--- src/rtl/memory_island_port_mux.sv ---
// memory_island_port_mux
// Merges NumIn memory-style requestor ports onto a single memory_island_core
// port. Two-class round-robin arbitration with a low-class anti-starvation
// override, and a fixed-latency response path routed by a source-ID delay line.
// Optional per-port performance counters: define MEMORY_ISLAND_PORT_MUX_PERF_EN.

`ifndef SYNTHESIS
module memory_island_port_mux_chk (
    input  logic clk_i,
    input  logic rst_ni,
    input  logic out_rvalid_i,
    input  logic tail_valid_i
);
    // An island response must coincide exactly with a valid delay-line tail.
    a_rsp_align : assert property (@(posedge clk_i) disable iff (!rst_ni)
        out_rvalid_i == tail_valid_i);
endmodule
`endif

module memory_island_port_mux #(
    parameter int unsigned       NumIn         = 2,
    parameter int unsigned       AddrWidth     = 32,
    parameter int unsigned       DataWidth     = 64,
    parameter int unsigned       MemRspLatency = 1,
    parameter logic [NumIn-1:0]  PrioIn        = '0,
    parameter int unsigned       PrioWait      = 1
) (
    input  logic                         clk_i,
    input  logic                         rst_ni,
    input  logic [NumIn-1:0]             in_req_i,
    output logic [NumIn-1:0]             in_gnt_o,
    input  logic [NumIn*AddrWidth-1:0]   in_addr_i,
    input  logic [NumIn-1:0]             in_we_i,
    input  logic [NumIn*DataWidth-1:0]   in_wdata_i,
    input  logic [NumIn*DataWidth/8-1:0] in_strb_i,
    output logic [NumIn-1:0]             in_rvalid_o,
    output logic [NumIn*DataWidth-1:0]   in_rdata_o,
    output logic                         out_req_o,
    input  logic                         out_gnt_i,
    output logic [AddrWidth-1:0]         out_addr_o,
    output logic                         out_we_o,
    output logic [DataWidth-1:0]         out_wdata_o,
    output logic [DataWidth/8-1:0]       out_strb_o,
    input  logic                         out_rvalid_i,
    input  logic [DataWidth-1:0]         out_rdata_i,
    output logic [NumIn*32-1:0]          perf_gnt_o,
    output logic [NumIn*32-1:0]          perf_stall_o
);

    localparam int unsigned StrbWidth = DataWidth / 8;
    localparam int unsigned IdWidth   = (NumIn > 1) ? $clog2(NumIn) : 1;
    localparam int unsigned WaitWidth = (PrioWait > 0) ? $clog2(PrioWait + 1) : 1;
    localparam int unsigned DlIdWidth = MemRspLatency * IdWidth;

    // First requester at or after ptr, wrapping modulo NumIn.
    function automatic logic [IdWidth-1:0] rr_pick(input logic [NumIn-1:0] mask,
                                                   input logic [IdWidth-1:0] ptr);
        logic [IdWidth-1:0] pick;
        logic               found;
        int                 idx;
        pick  = '0;
        found = 1'b0;
        for (int i = 0; i < int'(NumIn); i++) begin
            idx = int'(ptr) + i;
            if (idx >= int'(NumIn)) idx = idx - int'(NumIn);
            if (!found && mask[IdWidth'(idx)]) begin
                pick  = IdWidth'(idx);
                found = 1'b1;
            end
        end
        return pick;
    endfunction

    // Saturating 32-bit increment; counters stick at all-ones.
    function automatic logic [31:0] sat_inc(input logic [31:0] v);
        return (v == 32'hFFFF_FFFF) ? v : v + 32'd1;
    endfunction

    logic [IdWidth-1:0]   r_ptr_hi;
    logic [IdWidth-1:0]   r_ptr_lo;
    logic [WaitWidth-1:0] r_wait;
    logic [MemRspLatency-1:0] r_dl_valid;
    logic [DlIdWidth-1:0]     r_dl_id;

    logic [NumIn-1:0]   w_hi_mask;
    logic [NumIn-1:0]   w_hi_req;
    logic [NumIn-1:0]   w_lo_req;
    logic               w_any_hi;
    logic               w_any_lo;
    logic               w_override;
    logic               w_win_low;
    logic [IdWidth-1:0] w_winner;
    logic [IdWidth-1:0] w_win_nxt;
    logic               w_hs;
    logic [NumIn-1:0]   w_sel;
    logic               w_tail_valid;
    logic [IdWidth-1:0] w_tail_id;

    logic [AddrWidth-1:0] w_addr_m  [NumIn];
    logic                 w_we_m    [NumIn];
    logic [DataWidth-1:0] w_wdata_m [NumIn];
    logic [StrbWidth-1:0] w_strb_m  [NumIn];

    // A single port has no classes: everything is treated as low class.
    assign w_hi_mask  = (NumIn == 1) ? '0 : PrioIn;
    assign w_hi_req   = in_req_i & w_hi_mask;
    assign w_lo_req   = in_req_i & ~w_hi_mask;
    assign w_any_hi   = |w_hi_req;
    assign w_any_lo   = |w_lo_req;
    assign w_override = (PrioWait != 32'd0) && (r_wait >= WaitWidth'(PrioWait)) && w_any_lo;
    assign w_win_low  = w_override || !w_any_hi;
    assign w_winner   = w_win_low ? rr_pick(w_lo_req, r_ptr_lo) : rr_pick(w_hi_req, r_ptr_hi);
    assign w_win_nxt  = (w_winner == IdWidth'(NumIn - 1)) ? '0 : w_winner + IdWidth'(1);

    assign out_req_o  = |in_req_i;
    assign w_hs       = out_req_o & out_gnt_i;

    assign w_tail_valid = r_dl_valid[MemRspLatency-1];
    assign w_tail_id    = r_dl_id[DlIdWidth-1 -: IdWidth];
    assign in_rdata_o   = {NumIn{out_rdata_i}};

    for (genvar p = 0; p < NumIn; p++) begin : g_port
        assign w_sel[p]       = (w_winner == IdWidth'(p));
        assign in_gnt_o[p]    = w_hs & w_sel[p];
        assign in_rvalid_o[p] = out_rvalid_i & w_tail_valid & (w_tail_id == IdWidth'(p));
        assign w_addr_m[p]    = w_sel[p] ? in_addr_i[p*AddrWidth +: AddrWidth] : '0;
        assign w_we_m[p]      = w_sel[p] & in_we_i[p];
        assign w_wdata_m[p]   = w_sel[p] ? in_wdata_i[p*DataWidth +: DataWidth] : '0;
        assign w_strb_m[p]    = w_sel[p] ? in_strb_i[p*StrbWidth +: StrbWidth] : '0;
`ifdef MEMORY_ISLAND_PORT_MUX_PERF_EN
        logic [31:0] r_perf_gnt;
        logic [31:0] r_perf_stall;
        // Per-port saturating counts of grants and of stalled request cycles.
        always_ff @(posedge clk_i or negedge rst_ni) begin
            if (!rst_ni) begin
                r_perf_gnt   <= 32'd0;
                r_perf_stall <= 32'd0;
            end else begin
                if (in_gnt_o[p]) r_perf_gnt <= sat_inc(r_perf_gnt);
                else             r_perf_gnt <= r_perf_gnt;
                if (in_req_i[p] && !in_gnt_o[p]) r_perf_stall <= sat_inc(r_perf_stall);
                else                             r_perf_stall <= r_perf_stall;
            end
        end
        assign perf_gnt_o[p*32 +: 32]   = r_perf_gnt;
        assign perf_stall_o[p*32 +: 32] = r_perf_stall;
`else
        assign perf_gnt_o[p*32 +: 32]   = 32'd0;
        assign perf_stall_o[p*32 +: 32] = 32'd0;
`endif
    end

    // Payload mux: OR of the one-hot masked port fields.
    always_comb begin
        out_addr_o  = '0;
        out_we_o    = 1'b0;
        out_wdata_o = '0;
        out_strb_o  = '0;
        for (int p = 0; p < int'(NumIn); p++) begin
            out_addr_o  = out_addr_o  | w_addr_m[p];
            out_we_o    = out_we_o    | w_we_m[p];
            out_wdata_o = out_wdata_o | w_wdata_m[p];
            out_strb_o  = out_strb_o  | w_strb_m[p];
        end
    end

    // Round-robin pointers per class and the low-class starvation counter.
    always_ff @(posedge clk_i or negedge rst_ni) begin
        if (!rst_ni) begin
            r_ptr_hi <= '0;
            r_ptr_lo <= '0;
            r_wait   <= '0;
        end else begin
            if (w_hs) begin
                if (w_win_low) r_ptr_lo <= w_win_nxt;
                else           r_ptr_hi <= w_win_nxt;
            end else begin
                r_ptr_hi <= r_ptr_hi;
                r_ptr_lo <= r_ptr_lo;
            end
            if (!w_any_lo)                              r_wait <= '0;
            else if (w_hs && w_win_low)                 r_wait <= '0;
            else if (r_wait < WaitWidth'(PrioWait))     r_wait <= r_wait + WaitWidth'(1);
            else                                        r_wait <= r_wait;
        end
    end

    // Source-ID delay line: a new {valid,id} enters each cycle, oldest at the top.
    always_ff @(posedge clk_i or negedge rst_ni) begin
        if (!rst_ni) begin
            r_dl_valid <= '0;
            r_dl_id    <= '0;
        end else begin
            r_dl_valid <= (r_dl_valid << 1) | MemRspLatency'(w_hs);
            r_dl_id    <= (r_dl_id << IdWidth) | DlIdWidth'(w_winner);
        end
    end

`ifndef SYNTHESIS
    memory_island_port_mux_chk u_chk (
        .clk_i        (clk_i),
        .rst_ni       (rst_ni),
        .out_rvalid_i (out_rvalid_i),
        .tail_valid_i (w_tail_valid)
    );
`endif

endmodule
--- config.mk ---
export PLATFORM = sky130hd
export DESIGN_NAME = memory_island_port_mux
export DESIGN_NICKNAME = d
export VERILOG_FILES = /design/src/rtl/memory_island_port_mux.sv
export SDC_FILE = /design/constraint.sdc
export NUM_CORES = 1
export LEC_CHECK = 0
export BUFFER_PORTS_ARGS = -buffer_cell sky130_fd_sc_hd__buf_2
export CAP_MARGIN = 25
export CORE_AREA = 8 8 248 250
export DETAILED_ROUTE_END_ITERATION = 10
export DIE_AREA = 0 0 256 258
export PLACE_DENSITY = 0.31
export SKIP_CTS_REPAIR_TIMING = 1
export SLEW_MARGIN = 25
export SYNTH_ARGS = -nofsm -noshare
export SYNTH_HDL_FRONTEND = slang
export SYNTH_SLANG_ARGS = --single-unit
--- constraint.sdc ---
create_clock -name clk_i -period 1.14 [get_ports clk_i]
set_input_delay 0.057 -clock clk_i [delete_from_list [all_inputs] [get_ports clk_i]]
set_output_delay 0.057 -clock clk_i [all_outputs]
set_load 0.02 [all_outputs]
## Word level (Yosys, flattened, before mapping)

Index checks and enable logic that the tools add are counted.

| storage, ports and cells | value |
|---|---|
| bits in registers | 3 |
| input port bits | 280 |
| output and inout port bits | 366 |
| word-level logic and storage cells | 44 |

| operators by class | value |
|---|---|
| $add $sub $neg | 4 |
| order comparisons | 4 |
| mux-type cells | 16 |
| bitwise operators | 14 |
| reduce and logical (&&, ||, !) cells | 3 |

Operators with widths:

| kind | number |
|---|---|
| $mux 64 | 2 |
| $mux 32 | 2 |
| $or 64x64->64 | 1 |
| $or 32x32->32 | 1 |
| $mux 8 | 2 |
| $mux 1 | 10 |
| $and 1x1->1 | 8 |
| $or 8x8->8 | 1 |
| $lt 1x3->1 const B | 2 |
| $add 1x1->2 const B | 1 |
| $ge 1x2->1 const B | 1 |
| $ge 2x2->1 const B | 1 |
| $not 1->1 | 2 |
| $reduce_or 2->1 | 1 |
| $sub 1x1->1 const B | 2 |
| $add 1x1->1 const B | 1 |
| $logic_and 1x1->1 | 1 |
| $logic_not 1->1 | 1 |
| $or 1x1->1 | 1 |

## Depth between registers and ports, before layout

| logic depth | value |
|---|---|
| depth after elaboration | 12 |
| mapped depth | 5 |
| depth with buffers taken out | 3 |

## Least setup slack after synthesis

No wires, ideal clock.

| timing path | value |
|---|---|
| path kind | register to output |
| from | register r_ptr_lo |
| to | output out_wdata_o[10] |
| arrival | 1.162 ns |
| required time | 1.083 ns |
| slack | -0.079 ns |
| cell stages (with the launch flop) | 6 |
| buffers on the path | 2 |
| path through | dfrtp_1 -> nand2_4 -> inv_2 -> buf_12 -> buf_12 -> mux2_4 |

| on the way | value |
|---|---|
| word-level cells in the longest chain between the ends | 6 |
| elaborated cells on any way between the ends | 12 |
| those cells by class | 3 x add/sub; 2 x order compare; 6 x mux; 1 x bitwise |

RTL lines:

| what | line | RTL |
|---|---|---|
| start, declared | 80 | `logic [IdWidth-1:0] r_ptr_lo;` |
| start signal, assigned | 175 | `if (w_win_low) r_ptr_lo <= w_win_nxt;` |
| start signal, assigned | 179 | `r_ptr_lo <= r_ptr_lo;` |
| $add 1x1->2, or another cell as far along | 64 | `idx = int'(ptr) + i;` |
| $ge 2x2->1, or another cell as far along | 65 | `if (idx >= int'(NumIn)) idx = idx - int'(NumIn);` |
| $mux 1, on equally long branches | 65, 66 |  |
| $mux 1 (*) | 66 | `if (!found && mask[IdWidth'(idx)]) begin` |
| $mux 64 | 128 | `assign w_wdata_m[p] = w_sel[p] ? in_wdata_i[p*DataWidth +: DataWidth] : '0;` |
| $or 64x64->64 (*) | 162 | `out_wdata_o = out_wdata_o \| w_wdata_m[p];` |
| end, declared | 42 | `output logic [DataWidth-1:0] out_wdata_o,` |

Mark *: on every way between the ends. The rest lies on a longest branch, timed or not.

## Final worst setup path

| timing path | value |
|---|---|
| from | register r_ptr_lo |
| to | output out_strb_o[7] |

| on the way | value |
|---|---|
| word-level cells in the longest chain between the ends | 6 |
| elaborated cells on any way between the ends | 12 |
| those cells by class | 3 x add/sub; 2 x order compare; 6 x mux; 1 x bitwise |

RTL lines:

| what | line | RTL |
|---|---|---|
| $add 1x1->2, or another cell as far along | 64 |  |
| $ge 2x2->1, or another cell as far along | 65 |  |
| $mux 1, on equally long branches | 65, 66 |  |
| $mux 1 (*) | 66 |  |
| $mux 8 | 129 | `assign w_strb_m[p] = w_sel[p] ? in_strb_i[p*StrbWidth +: StrbWidth] : '0;` |
| $or 8x8->8 (*) | 163 | `out_strb_o = out_strb_o \| w_strb_m[p];` |
| end, declared | 43 | `output logic [DataWidth/8-1:0] out_strb_o,` |

Marks and branches as above.

==> summary.txt <==
Outcome
  – Status: complete, but fails checks
  – Failing checks: setup timing

Yosys
  – Syn Inst Count: 388
  – Area contributors post-synth: buf_4, mux2_4, mux2_2
  – Avg Synthesized Cell Area: 9.40 um2
  – Sequential area share after synthesis: 0.0206
  – Mapped cell area: 3650 um2
  – #FFs+latches synth: 3
  – Synth warn: 0
  – Top cell type's share of synthesized area: 0.529
  – Post-synth top area cell: buf_4
  – Netlist cell types: 17

GRT
  – Number of global-route vias before repair: 3,362
  – First-pass GRT wire length: 21,200 um
  – Grt total ovfl: 0
  – Gr usage total: 0.0413
  – Antenna violations before repair: 4
  – Largest net degree at the start of global routing: 28

STA
  – WHS: 56.5 ps
  – Fin. max-slew vios: 0
  – Period minus WS final: 1640 ps
  – Setup slack after layout: -501 ps
  – Fmax: 0.609 GHz
  – Clock Skew: 3.08 ps
  – Final hold vios: 0
  – # setup viols final: 107
  – RSZ-0062 raised after global routing: yes
  – Period utilization: 1.44

Die
  – # IOs: 646
  – Initial Util: 0.0636
  – Die X-Extent: 256 um
  – Core footprint: 57,400 um2
  – Site Rows: 88
  – Die area: 66,000 um2
  – Die Y: 258 um

Power and ir drop
  – Combinational share of power: 0.811
  – Psw: 0.00174 W
  – Clock Power Share: 0.151
  – Internal Power: 0.00198 W
  – P_leak: 2.67 nW
  – VDD IR max: 0.399 mV
  – Pwr per Cell Area: 716 nW/um2
  – Switch share: 0.467
  – Seq pwr share: 0.038

Route
  – Post-DR wirelength/cell: 11.9 um
  – Post-DRT Antenna Nets: 0
  – Via density per instance: 2.18
  – Detailed router's first-iteration violation count: 83
  – DR DRC count: 0
  – Via count: 2,983
  – DR pass1 iterations: 3
  – Total Wirelength: 16,300 um

Worst setup path
  – Worst-path maximum fanout: 10
  – Crit end category: output port
  – CP startpoint kind: register
  – Slowest stage delay, CP: 400 ps
  – Critical path class: register to output port
  – CP cell instances: nand2_4 > buf_6 > clkbuf_16 > mux2_2 > buf_2
  – Data required, critical path: 1080 ps
  – WP data arrival: 1580 ps
  – Critical-path top delay cell: dfrtp_1

CTS
  – CTS Sinks: 3
  – Max H-tree Level: 1
  – CTS tree: done
  – Root Driver: clkbuf_16
  – Clock slew seen by the registers of the worst setup and hold paths: 30 ps
  – Worst-Skew Late Latency: 220 ps
  – Clock buffer depth: 2
  – CTS Buf Count: 3

Layout
  – Most frequent cells in the layout: buf_2, conb_1, mux2_4
  – Fraction of layout cells with a size suffix above 1: 0.774
  – Ant diodes: 0
  – Final nets: 883
  – Area growth from synthesis to layout: 42.4%
  – # fillers: 6,735
  – Most common cell after layout, fill and taps aside: buf_2

Placed design
  – DP HPWL: 14,400 um
  – Gpl congestion: 0.757
  – Port Buffers: 325
  – Place WS: -377 ps

Flow run
  – Max cap viols: 0

Worst hold path
  – HP Class: input pin to register
## kinds of logic (layout without fill, tap and decap cells)
logic type	after synthesis	in the layout	synth area share
flip-flops	3	3	0.0206
other	1	128	0.00103
buffers and inverters	268	355	0.572
multiplexers	105	105	0.386
AO/OA/AOI/OAI	3	3	0.00652
AND/OR/NAND/NOR	8	8	0.0137
## cell type report
type | count | area, um2 | area share
tap | 765 | 957 | 0.184
clock buffer | 4 | 78.8 | 0.0152
timing repair buffer | 350 | 2090 | 0.402
inverter | 1 | 16.3 | 0.00313
multi-input combinational | 244 | 1980 | 0.381
sequential | 3 | 77.6 | 0.0149
## registers in the layout (all words and copies together) (netlist names)
register,flops
r_dl_id,1
r_dl_valid,1
r_ptr_lo,1
## synth_stat cells
cell type / count
buf_4: 257
mux2_4: 60
mux2_2: 45
buf_12: 7
buf_2: 3
dfrtp_1: 3
and3_1: 2
nand2b_1: 2
a21boi_0: 1
a2bb2oi_1: 1
conb_1: 1
inv_2: 1
nand2_1: 1
nand2_4: 1
nor2_1: 1
o21a_1: 1
or2_2: 1
## power by group through the flow
stage,sequential [W],combinational (W),clock [W]
final,0.000141,0.00302,0.000561
after global placement,0.000142,0.00273,0
after detailed placement,0.000142,0.00273,0
after global routing,0.000146,0.00321,0.000587
after floorplan,0.000128,0.00288,0
after CTS,0.000141,0.00274,0.000567
## metrics by stage
step | std cells | utilization | power (W) | setup TNS, ps | area, um2
after floorplan | 515 | - | 0.00301 | -5690 | 4130
final | 1367 | 0.0905 | 0.00372 | -48550 | 5190
after global routing | 1367 | 0.0905 | 0.00395 | -56660 | 5190
after CTS | 1356 | 0.0843 | 0.00344 | -56890 | 4840
after global placement | 1352 | 0.0829 | 0.00287 | -29770 | 4760
after detailed placement | 1352 | 0.0829 | 0.00287 | -31160 | 4760
## path summary, 6_finish.rpt
path	start	to	cells past startpoint	slack [ps]
setup / recovery	r_ptr_lo$_DFFE_PN0P_	out_strb_o[7]	5	-500
hold / removal	out_gnt_i	r_ptr_lo$_DFFE_PN0P_	2	60
setup reg to reg	r_ptr_lo$_DFFE_PN0P_	r_ptr_lo$_DFFE_PN0P_	4	100
hold reg to reg	r_ptr_lo$_DFFE_PN0P_	r_dl_id$_DFF_PN0_	3	760
max in group asynchronous	rst_ni	r_dl_id$_DFF_PN0_	2	840
min in group asynchronous	rst_ni	r_ptr_lo$_DFFE_PN0P_	2	180
## critical path: cells and delay by family, from the launching register on
family                 cells  cell delay (ps)
buffers and inverters      3              500
DFF                        1              400
muxes                      1              340
and+or+nand+nor            1              110
## metal layers
layer  GRT usage  wire length (um)
met4      0.0128               379
met1      0.0360              5130
met2      0.0727              8090
met5           0                 0
met3      0.0320              2660
No activity file was read; power rests on OpenSTA's default activity.
